==> src/rtl/fib_pkg.sv <==
// Shared definitions for the Fibonacci calculator/decoder family: state encoding,
// the first index of the sequence and a golden reference usable from benches.
package fib_pkg;

  typedef enum logic [1:0] {
    IDLE   = 2'd0,
    SEARCH = 2'd1,
    DONE   = 2'd2
  } fib_index_state_t;

  // Indexing starts at F(1) = 0, F(2) = 1.
  localparam int FIB_FIRST_INDEX = 1;

  function automatic longint unsigned fib_ref(int idx);
    longint unsigned a = 64'd0;
    longint unsigned b = 64'd1;
    longint unsigned t;
    if (idx <= FIB_FIRST_INDEX) return 64'd0;
    for (int k = 2; k < idx; k++) begin
      t = a + b;
      a = b;
      b = t;
    end
    return b;
  endfunction

endpackage

==> src/rtl/fib_index.sv <==
// Inverse Fibonacci: walks the sequence one index per cycle until the next term
// exceeds the captured value (or the index saturates) and reports the floor term.
module fib_index
  import fib_pkg::*;
#(
  parameter int VALUE_WIDTH = 64,
  parameter int INDEX_WIDTH = 7
) (
  input  logic                   clk,
  input  logic                   rst,
  input  logic                   go,
  input  logic [VALUE_WIDTH-1:0] value,
  output logic [INDEX_WIDTH-1:0] n,
  output logic [VALUE_WIDTH-1:0] fib_floor,
  output logic                   is_fib,
  output logic                   index_overflow,
  output logic                   done
);

  localparam logic [INDEX_WIDTH-1:0] INDEX_MAX = '1;

  fib_index_state_t       state_q;
  logic [VALUE_WIDTH-1:0] v_q;
  logic [INDEX_WIDTH-1:0] i_q;
  logic [VALUE_WIDTH-1:0] x_q;
  logic [VALUE_WIDTH:0]   y_q;

  logic                   next_fits;
  logic                   at_max;
  logic [VALUE_WIDTH:0]   y_d;

  // Both terms are <= v_q whenever we add, so the sum fits in VALUE_WIDTH+1 bits.
  assign next_fits = (y_q <= {1'b0, v_q});
  assign at_max    = (i_q == INDEX_MAX);
  assign y_d       = y_q + {1'b0, x_q};

  // NOTE: every register here uses non-blocking assignments so all of them sample
  // pre-edge values; blocking assignments would make x_q/y_q see each other's updates.
  always_ff @(posedge clk or negedge rst) begin
    if (!rst) begin
      state_q        <= IDLE;
      v_q            <= '0;
      i_q            <= '0;
      x_q            <= '0;
      y_q            <= '0;
      n              <= '0;
      fib_floor      <= '0;
      is_fib         <= 1'b0;
      index_overflow <= 1'b0;
      done           <= 1'b0;
    end else begin
      case (state_q)
        IDLE, DONE: begin
          if (go) begin
            v_q     <= value;
            i_q     <= INDEX_WIDTH'(FIB_FIRST_INDEX);
            x_q     <= '0;
            y_q     <= (VALUE_WIDTH+1)'(1);
            done    <= 1'b0;
            state_q <= SEARCH;
          end
        end
        SEARCH: begin
          if (next_fits && !at_max) begin
            x_q <= y_q[VALUE_WIDTH-1:0];
            y_q <= y_d;
            i_q <= i_q + 1'b1;
          end else begin
            n              <= i_q;
            fib_floor      <= x_q;
            is_fib         <= (x_q == v_q);
            index_overflow <= next_fits;
            done           <= 1'b1;
            state_q        <= DONE;
          end
        end
        default: state_q <= IDLE;
      endcase
    end
  end

endmodule

==> config.mk <==
export PLATFORM = sky130hd
export DESIGN_NAME = fib_index
export DESIGN_NICKNAME = d
export VERILOG_FILES = /design/src/rtl/fib_pkg.sv /design/src/rtl/fib_index.sv
export SDC_FILE = /design/constraint.sdc
export NUM_CORES = 1
export LEC_CHECK = 0
export ABC_AREA = 1
export BUFFER_PORTS_ARGS = -buffer_cell sky130_fd_sc_hd__clkbuf_2
export CORE_MARGIN = 8
export CORE_UTILIZATION = 35
export CTS_BUF_LIST = sky130_fd_sc_hd__clkbuf_4 sky130_fd_sc_hd__clkbuf_8 sky130_fd_sc_hd__clkbuf_16
export DETAILED_ROUTE_END_ITERATION = 7
export PLACE_DENSITY = 0.62
export REMOVE_ABC_BUFFERS = 1
export SLEW_MARGIN = 20
export SYNTH_ARGS = -nofsm -noshare
export SYNTH_HDL_FRONTEND = slang
export SYNTH_SLANG_ARGS = --single-unit
==> constraint.sdc <==
create_clock -name clk -period 2.6 [get_ports clk]
set_input_delay 0.13 -clock clk [delete_from_list [all_inputs] [get_ports clk]]
set_output_delay 0.13 -clock clk [all_outputs]
set_load 0.005 [all_outputs]
==> impl_metrics.env <==
export IMPL_syn_to_final_growth_pct=42.42
export IMPL_clkLatencyLatePin_ns=0.60
export IMPL_worst_hold_path_type="input pin to asynchronous set/reset pin"
export IMPL_dieHeight_um=249.5
export IMPL_rrSetupSlack_ns=-0.17
export IMPL_synth_area_leaders="dfrtp_1, nand2_1, ha_1, inv_1, nand3_1"
export IMPL_clock_root_buffer="clkbuf_16"
export IMPL_min_period_ns=2.766
export IMPL_grt_met2_usage_pct=36.81
export IMPL_wirelength_um=82880
export IMPL_grt_overflow_total=0
export IMPL_crit_fanout=7
export IMPL_synth_edf_count=0
export IMPL_syn_area_um2=19080
export IMPL_worstMarginPinSlew_ns=0.7377
export IMPL_final_nets=3497
export IMPL_yosysMostFrequentCell="nand2_1"
export IMPL_critPathRequiredTime_ns=3.07
export IMPL_die_area_um2=62230
export IMPL_htreeDepth=1
export IMPL_vias_per_cell=5.181
export IMPL_dp_hpwl_um=55790
export IMPL_fmax_mhz=361.5
export IMPL_hold_viol=0
export IMPL_grt_first_pass_wirelength_um=113500
export IMPL_ys_seq_area_share_pct=36.21
export IMPL_route_detailed_wl_per_inst_um=20.62
export IMPL_end_kind="flip-flop"
export IMPL_antenna_found_initial=0
export IMPL_p_leak_nw=13.93
export IMPL_grt_pass1_vias=19130
export IMPL_dp_cells=3807
export IMPL_whs_ns=0.1503
export IMPL_drt_pass1_iterations=6
export IMPL_numCtsBuffers=31
export IMPL_layout_setup_ws_ns=-0.1663
export IMPL_maxCapViolCount=0
export IMPL_synthFlopType="dfrtp_1"
export IMPL_startpoint_type="flip-flop"
export IMPL_ys_warn_count=0
export IMPL_ir_drop_v=0.0005016
export IMPL_violations="setup timing"
export IMPL_use_met3_pct=2.255
export IMPL_run_status="finished with violations"
export IMPL_clk_path_buf_depth=3
export IMPL_fin_cells=4019
export IMPL_globalRouteMet1Util_pct=32.98
export IMPL_drc=0
export IMPL_synth_cell_types=33
export IMPL_place_ws_ns=-0.1382
export IMPL_ant_nets=0
export IMPL_synth_seq_cells=276
export IMPL_ys_async_sr_fraction_pct=100.0
export IMPL_rsz0062_at_grt="true"
export IMPL_synth_top_area_share_pct=36.21
export IMPL_syn_avg_cell_area_um2=6.710
export IMPL_vias=20820
export IMPL_antennaDiodeCount=0
export IMPL_ys_top_cells_by_count="nand2_1, inv_1, nor2_1"
export IMPL_report_power_total_mw=19.66
export IMPL_cts_sinks=276
export IMPL_drive_above_1_share_pct=27.05
export IMPL_final_setup_skew_ns=0.03206
export IMPL_post_route_util_pct=50.48
export IMPL_crit_arrival_ns=3.23
export IMPL_grt_start_max_net_pins=87
export IMPL_setup_viol=197
export IMPL_num_io_pins=141
export IMPL_relSlewSlack_pct=50.82
export IMPL_synth_largest_area_cell="dfrtp_1"
export IMPL_period_share_pct=106.4
export IMPL_worst_setup_path_type="flip-flop to flip-flop"
export IMPL_dieWidth_um=249.5
export IMPL_drt_iter0_drc=1882
export IMPL_cts_reportedPaths_clkPinSlew_ns=0.06
export IMPL_start_util_pct=35.45
export IMPL_grtUsageTotal_pct=22.93
export IMPL_io_buffer_count=140
export IMPL_coreArea_um2=53810
export IMPL_gp_congestion=0.9612
export IMPL_busiest_layer="met2"
export IMPL_cts_tree="done"
export IMPL_nFillCells=5239
export IMPL_maxSlewViolCount=0
export IMPL_rows=85
export IMPL_power_density_nw_per_um2=723.7
export IMPL_synth_cells=2843
per-stage QoR:
step | TNS, ns | instance area (µm²)
2_1_floorplan | -1309.29 | 18600
3_3_place_gp | -9.133 | 22070
3_5_place_dp | -17.91 | 22070
4_1_cts | -1.100 | 24040
5_1_grt | -38.98 | 27170
6_report | -20.44 | 27170
registers in the layout, indices dropped and copies added, names as in the netlist:
| name | flops |
|---|---|
| state_q | 2 |
| x_q | 64 |
| v_q | 64 |
| fib_floor | 64 |
| y_q | 65 |
| done | 1 |
| is_fib | 1 |
| n | 7 |
| i_q | 7 |
| index_overflow | 1 |
path summary, 6_finish.rpt:
check	depth (start not counted)	endpoint	start
min	2	n[2]$_DFFE_PN0P_	rst
max	16	y_q[19]$_DFFE_PN0P_	y_q[50]$_DFFE_PN0P_
max reg2reg	16	y_q[19]$_DFFE_PN0P_	y_q[50]$_DFFE_PN0P_
min reg2reg	2	fib_floor[49]$_DFFE_PN0P_	fib_floor[49]$_DFFE_PN0P_
max in group asynchronous	3	y_q[20]$_DFFE_PN0P_	rst
min in group clk	4	v_q[51]$_DFFE_PN0P_	value[51]
layer usage:
metal | routed length [µm] | part of all wire (%)
met1 | 36860 | 44
met5 | 0 | 0
met2 | 37010 | 45
met4 | 2528 | 3.1
met3 | 6492 | 7.8
what timing repair did:
action | CTS | global route
pin swaps | 5 | 93
hold buffers | 66 | 0
setup endpoints to repair | 211 | 212
hold endpoints to repair | 137 | 0
buffers inserted | 4 | 36
cloned | 4 | 47
gates resized for setup | 19 | 509
where the power goes:
group | total, mW | switching (mW) | internal [mW]
combinational | 9.22 | 5.42 | 3.79
clock | 4.81 | 1.99 | 2.82
sequential | 5.63 | 0.633 | 5.00
worst max-delay path, cell delays in order (launching register included):
cell and delay, ns:
dfrtp_1 0.42, ha_1 0.35, nand2_2 0.10, nor2_4 0.14, nand4_1 0.25, nor2_1 0.20
nand2_1 0.09, nand3_2 0.06, nor2_1 0.05, nand2_1 0.11, nand2_4 0.10, nand3_4 0.15
nand2_8 0.15, buf_8 0.19, clkbuf_16 0.18, nand2_2 0.06, nand2_1 0.04
cell families after synthesis:
kind of cell,count (synthesis),synth area share (%)
adders and majority gates,130,8.566
buffers and inverters,465,9.819
AOI/OAI and AO/OA,332,9.058
xor gates and xnor gates,53,2.433
and+or+nand+nor,1587,33.92
DFF,276,36.21
placed cells by master, fill, tap and decap left out, drive strengths merged, types with 17 or more instances in the layout:
cell | synthesis | final
buf | 42 | 279
dfrtp | 276 | 276
inv | 373 | 377
ha | 129 | 129
nor3 | 17 | 17
nand2 | 989 | 991
clkbuf | 50 | 211
nand3 | 243 | 243
a21oi | 145 | 145
o21ai | 163 | 163
nand4 | 26 | 26
dlygate4sd3 | 0 | 66
nor2 | 292 | 292
xnor2 | 52 | 52
layout make-up:
| class | instances | area [µm²] | share of cell area, % |
|---|---|---|---|
| Clock inverter | 14 | 195.2 | 0.7185 |
| Clock buffer | 42 | 895.9 | 3.298 |
| Multi-Input combinational cell | 2104 | 12030 | 44.28 |
| Timing Repair Buffer | 514 | 4855 | 17.87 |
| Inverter | 373 | 1405 | 5.172 |
| Sequential cell | 276 | 6917 | 25.46 |
| Tap cell | 696 | 870.8 | 3.205 |
(Power assumes the default switching activity.)
